==> src/rtl/xor_op.sv <==
// XOR/XNOR operation unit for the 24-bit datapath: registered result plus zero/parity flags.
// Bit 0 is the MSB throughout; the word is split into lanes that each produce a partial flag.

module xor_lane #(
  parameter int LANE_W = 8
) (
  input  logic [0:LANE_W-1] a,
  input  logic [0:LANE_W-1] b,
  input  logic              neg,
  output logic [0:LANE_W-1] r,
  output logic              lane_zero,
  output logic              lane_par
);
  always_comb begin
    r         = neg ? ~(a ^ b) : (a ^ b);
    lane_zero = ~|r;
    lane_par  = ^r;
  end
endmodule

module xor_op #(
  parameter int WIDTH  = 24,
  parameter int LANE_W = 8   // WIDTH must be a multiple of LANE_W
) (
  input  logic             clk,
  input  logic             rst,
  input  logic             in_valid,
  input  logic [0:WIDTH-1] a,
  input  logic [0:WIDTH-1] b,
  input  logic             neg,
  output logic [0:WIDTH-1] y,
  output logic             out_valid,
  output logic             zero,
  output logic             parity
);
  localparam int NUM_LANES = WIDTH / LANE_W;
  localparam int STAGES    = 1;

  typedef struct packed {
    logic [0:WIDTH-1] y;
    logic             zero;
    logic             parity;
  } rsp_t;

  logic [0:WIDTH-1]     res;
  logic [NUM_LANES-1:0] lane_zero;
  logic [NUM_LANES-1:0] lane_par;
  logic [STAGES:0]      vld_pipe;
  rsp_t                 rsp_d, rsp_q;

  for (genvar l = 0; l < NUM_LANES; l++) begin : g_lane
    xor_lane #(.LANE_W(LANE_W)) u_lane (
      .a         (a[l*LANE_W +: LANE_W]),
      .b         (b[l*LANE_W +: LANE_W]),
      .neg       (neg),
      .r         (res[l*LANE_W +: LANE_W]),
      .lane_zero (lane_zero[l]),
      .lane_par  (lane_par[l])
    );
  end

  always_comb begin
    rsp_d.y      = res;
    rsp_d.zero   = &lane_zero;
    rsp_d.parity = ^lane_par;
  end

  assign vld_pipe[0] = in_valid;

  // Result flops only load on a valid request so y/flags hold across idle cycles.
  always_ff @(posedge clk or posedge rst) begin
    if (rst) begin
      vld_pipe[STAGES:1] <= '0;
      rsp_q              <= '0;
    end else begin
      vld_pipe[STAGES:1] <= vld_pipe[STAGES-1:0];
      if (in_valid) rsp_q <= rsp_d;
    end
  end

  assign y         = rsp_q.y;
  assign zero      = rsp_q.zero;
  assign parity    = rsp_q.parity;
  assign out_valid = vld_pipe[STAGES];
endmodule

==> config.mk <==
export PLATFORM = sky130hd
export DESIGN_NAME = xor_op
export DESIGN_NICKNAME = d
export VERILOG_FILES = /design/src/rtl/xor_op.sv
export SDC_FILE = /design/constraint.sdc
export NUM_CORES = 1
export LEC_CHECK = 0
export ABC_CLOCK_PERIOD_IN_PS = 900
export CAP_MARGIN = 20
export CELL_PAD_IN_SITES_DETAIL_PLACEMENT = 1
export CELL_PAD_IN_SITES_GLOBAL_PLACEMENT = 2
export CORE_AREA = 2 2 89 91
export CTS_BUF_LIST = sky130_fd_sc_hd__clkbuf_8
export CTS_CLUSTER_DIAMETER = 60
export DETAILED_ROUTE_END_ITERATION = 8
export DIE_AREA = 0 0 91 93
export PLACE_DENSITY = 0.83
export RECOVER_POWER = 100
export SLEW_MARGIN = 20
export SYNTH_ARGS = -nofsm -noshare
export SYNTH_HDL_FRONTEND = slang
export SYNTH_HIERARCHICAL = 1
export SYNTH_SLANG_ARGS = --single-unit
==> constraint.sdc <==
create_clock -name clk -period 0.9 [get_ports clk]
set_clock_uncertainty 0.05 [all_clocks]
set_input_delay 0.27 -clock clk [delete_from_list [all_inputs] [get_ports clk]]
set_output_delay 0.27 -clock clk [all_outputs]
set_load 0.005 [all_outputs]
==> qor.txt <==
die width - 91 um
first-pass GRT wire length - 9.287 mm
worst skew pair latency - 0.27 ns
Die Y-Extent - 93 um
Leak - 1.832 nW
Post-Syn Area - 2265 um2
Mapped Nets - 226
pre-CTS setup slack - -1.829 ns
1st-iter DRT viols - 12
HP Start - in_valid
Compound-Gate Fraction of Synth Area - 0.2210%
Critical path buffers and inverters - 3
commonest non-fill, non-tap cell in the layout - buf_2
core footprint - 7527 um2
DRC viols - 0
mux cell area share after synthesis - 12.60%
met2 global-route usage - 26.23%
Netlist cell types - 15
GR Util met3 - 2.740%
Hold Path Sink - out_valid$_DFF_PP0_
Slew Viols, Final - 0
largest family of logic cells by synthesized area - XOR/XNOR gates
gr usage total - 13.96%
post-synthesis sequential element count - 27
Starting Density - 30.09%
Synth area leader - dfrtp_1
layout cells sized above 1 - 78.04%
DRT Pass-1 Iters - 4
GR peak layer - met2
crit path max-delay cell type - xor3_1
r2r setup slk - -0.16 ns
commonest cells after routing, fill and taps aside - 49 x buf_2, 38 x buf_4, 36 x buf_6
Max Freq - 495.1 MHz
cell mode on critical path - buf_12
root buf cell - clkbuf_8
Critical Path Max Stage Delay - 0.43 ns
Die ar. - 8463 um2
H-Tree Depth - 1
Nets - 361
reg2reg path depth - 3
Fin. Hold Viols - 0
Critical Path RT - 1.02 ns
initial antenna violation count - 0
Ant. Diodes - 0
start of the worst register-to-register path - parity$_DFFE_PP0P_
hold path depth - 2
Post-Route WL - 6.313 mm
Via Count - 1669
final worst slack - -1.120 ns
Setup TNS Final - -10.60 ns
cell-by-cell trace of the critical path - buf_12, buf_12, buf_8, xor2_1, ha_2, xor2_2, xnor2_2, xor3_1, mux2_4
register area share after synthesis - 29.83%
yosys warns - 6
Worst setup SP type - input port
run status - finished with violations
slew margin rel. - 72.73%
largest net degree at the start of global routing - 28
drt wl/cell - 15.86 um
Routed Antenna Nets - 0
site row count - 32
failing checks - setup timing
Reg clk slew, reported paths - 0.10 ns
arrival time at the worst endpoint - 2.14 ns
final setup vio count - 52
RSZ-0062 raised after global routing - yes
critical path peak fanout - 4
fraction of the mapped netlist area in simple logic gates - 1.436%
clk sinks - 27
crit path kind - in -> reg
Crit path max-delay family - XOR/XNOR gates
Overflow after GRT - 0
area grow syn2layout - 75.30%
number of I/O pins - 79
Synth Area in XOR/XNOR - 43.31%
worst r2r dst - parity$_DFFE_PP0P_
GR Layer Usage met1 - 16.59%
routability congestion estimate - 0.7102
vias in the first global route - 1837
post-synth top area share - 29.83%
Worst Max-Slew Pin Slew - 0.4091 ns
Clock Tree Buf Depth - 2
CTS Buf Count - 3
Mean Syn Cell Area - 13.98 um2
Hold Path Class - in -> reg
post-route minimum period - 2.020 ns
Detail Placement HPWL - 3.607 mm
peak supply drop - 0.0007467 V
TritonCTS clock tree - done
IO buf count - 78
post-synthesis adder-cell area fraction - 6.630%
vias per cell - 4.193
dominant cells by area after synthesis - dfrtp_1 30%, xnor2_2 19%, mux2_2 12%
period utilization - 224.4%
Setup crit end kind - flop
Max-Cap Viols - 0
PwrDens - 1526 nW/um2
Syn Inst Count - 162
==> final cells by class <==
| type | count | area, um2 |
|---|---|---|
| fill | 787 | 3557 |
| multi-input combinational | 124 | 1927 |
| timing repair buffer | 139 | 1187 |
| sequential | 27 | 675.6 |
| tap | 102 | 127.6 |
| clock buffer | 3 | 41.29 |
| inverter | 2 | 7.507 |
| clock inverter | 1 | 3.754 |
==> cell families (layout without fill, tap and decap cells) <==
| group | count (synthesis) | in the layout |
|---|---|---|
| compound gates | 1 | 1 |
| xor+xnor | 82 | 82 |
| fa+ha+maj | 12 | 12 |
| buf+inv | 11 | 145 |
| flops | 27 | 27 |
| mux | 25 | 25 |
| simple gates | 4 | 4 |
==> metrics by stage <==
stage                     power, mW  utilization [%]  hold slack [ns]  cell area, um2  cells
after floorplan               3.345                -           0.2514            2306    162
after global placement        4.469            44.05           0.4393            3316    361
after detailed placement      4.537            44.05           0.4455            3316    361
after CTS                     5.580            47.89           0.2700            3605    392
after global routing          6.462            52.74           0.2994            3970    398
final                         6.058            52.74           0.3136            3970    398
==> cell usage after synthesis (all sizes together) <==
| cell | instances |
|---|---|
| inv | 2 |
| xnor2 | 54 |
| xor3 | 1 |
| nand4 | 1 |
| mux2 | 25 |
| buf | 9 |
| xor2 | 27 |
| o21ai | 1 |
| and4 | 3 |
| ha | 12 |
| dfrtp | 27 |
==> repair_timing <==
action                                  in CTS  in global routing
pin swaps                                   73                 27
hold buffers                                 0                  0
gates cloned                                 4                  0
gates resized for setup                    360                 59
buffers inserted                            26                 13
endpoints found under the setup margin      53                 53
==> registers in the layout, indices dropped and copies added (netlist names) <==
signal / cells
zero: 1
out_valid: 1
parity: 1
y: 24
==> metal layers <==
metal  wire (um)  share of wire (%)
met1        2401                 38
met2        3582                 57
met3         282                4.5
met4          46               0.73
met5           0                  0
==> worst reg2reg max path: stages, from the launching register on <==
cell     delay (ns)
dfrtp_1        0.40
buf_4          0.13
buf_4          0.12
mux2_4         0.26
==> power by group <==
part	total, mW	internal (mW)	switching (mW)
combinational	3.75	2.40	1.35
clock	0.713	0.307	0.406
sequential	1.59	1.46	0.130
total	6.06	4.17	1.88
==> worst max path at each step <==
stage / slack (ns) / cells past startpoint / from / to
2_1_floorplan: -1.17 / 8 / neg / parity$_DFFE_PP0P_
3_3_place_gp: -1.87 / 8 / b[22] / parity$_DFFE_PP0P_
3_5_place_dp: -1.83 / 8 / b[22] / parity$_DFFE_PP0P_
4_1_cts: -1.08 / 9 / neg / parity$_DFFE_PP0P_
5_1_grt: -1.14 / 9 / neg / parity$_DFFE_PP0P_
6_report: -1.12 / 9 / neg / parity$_DFFE_PP0P_
Note: power is estimated with default switching activity, not from simulation.
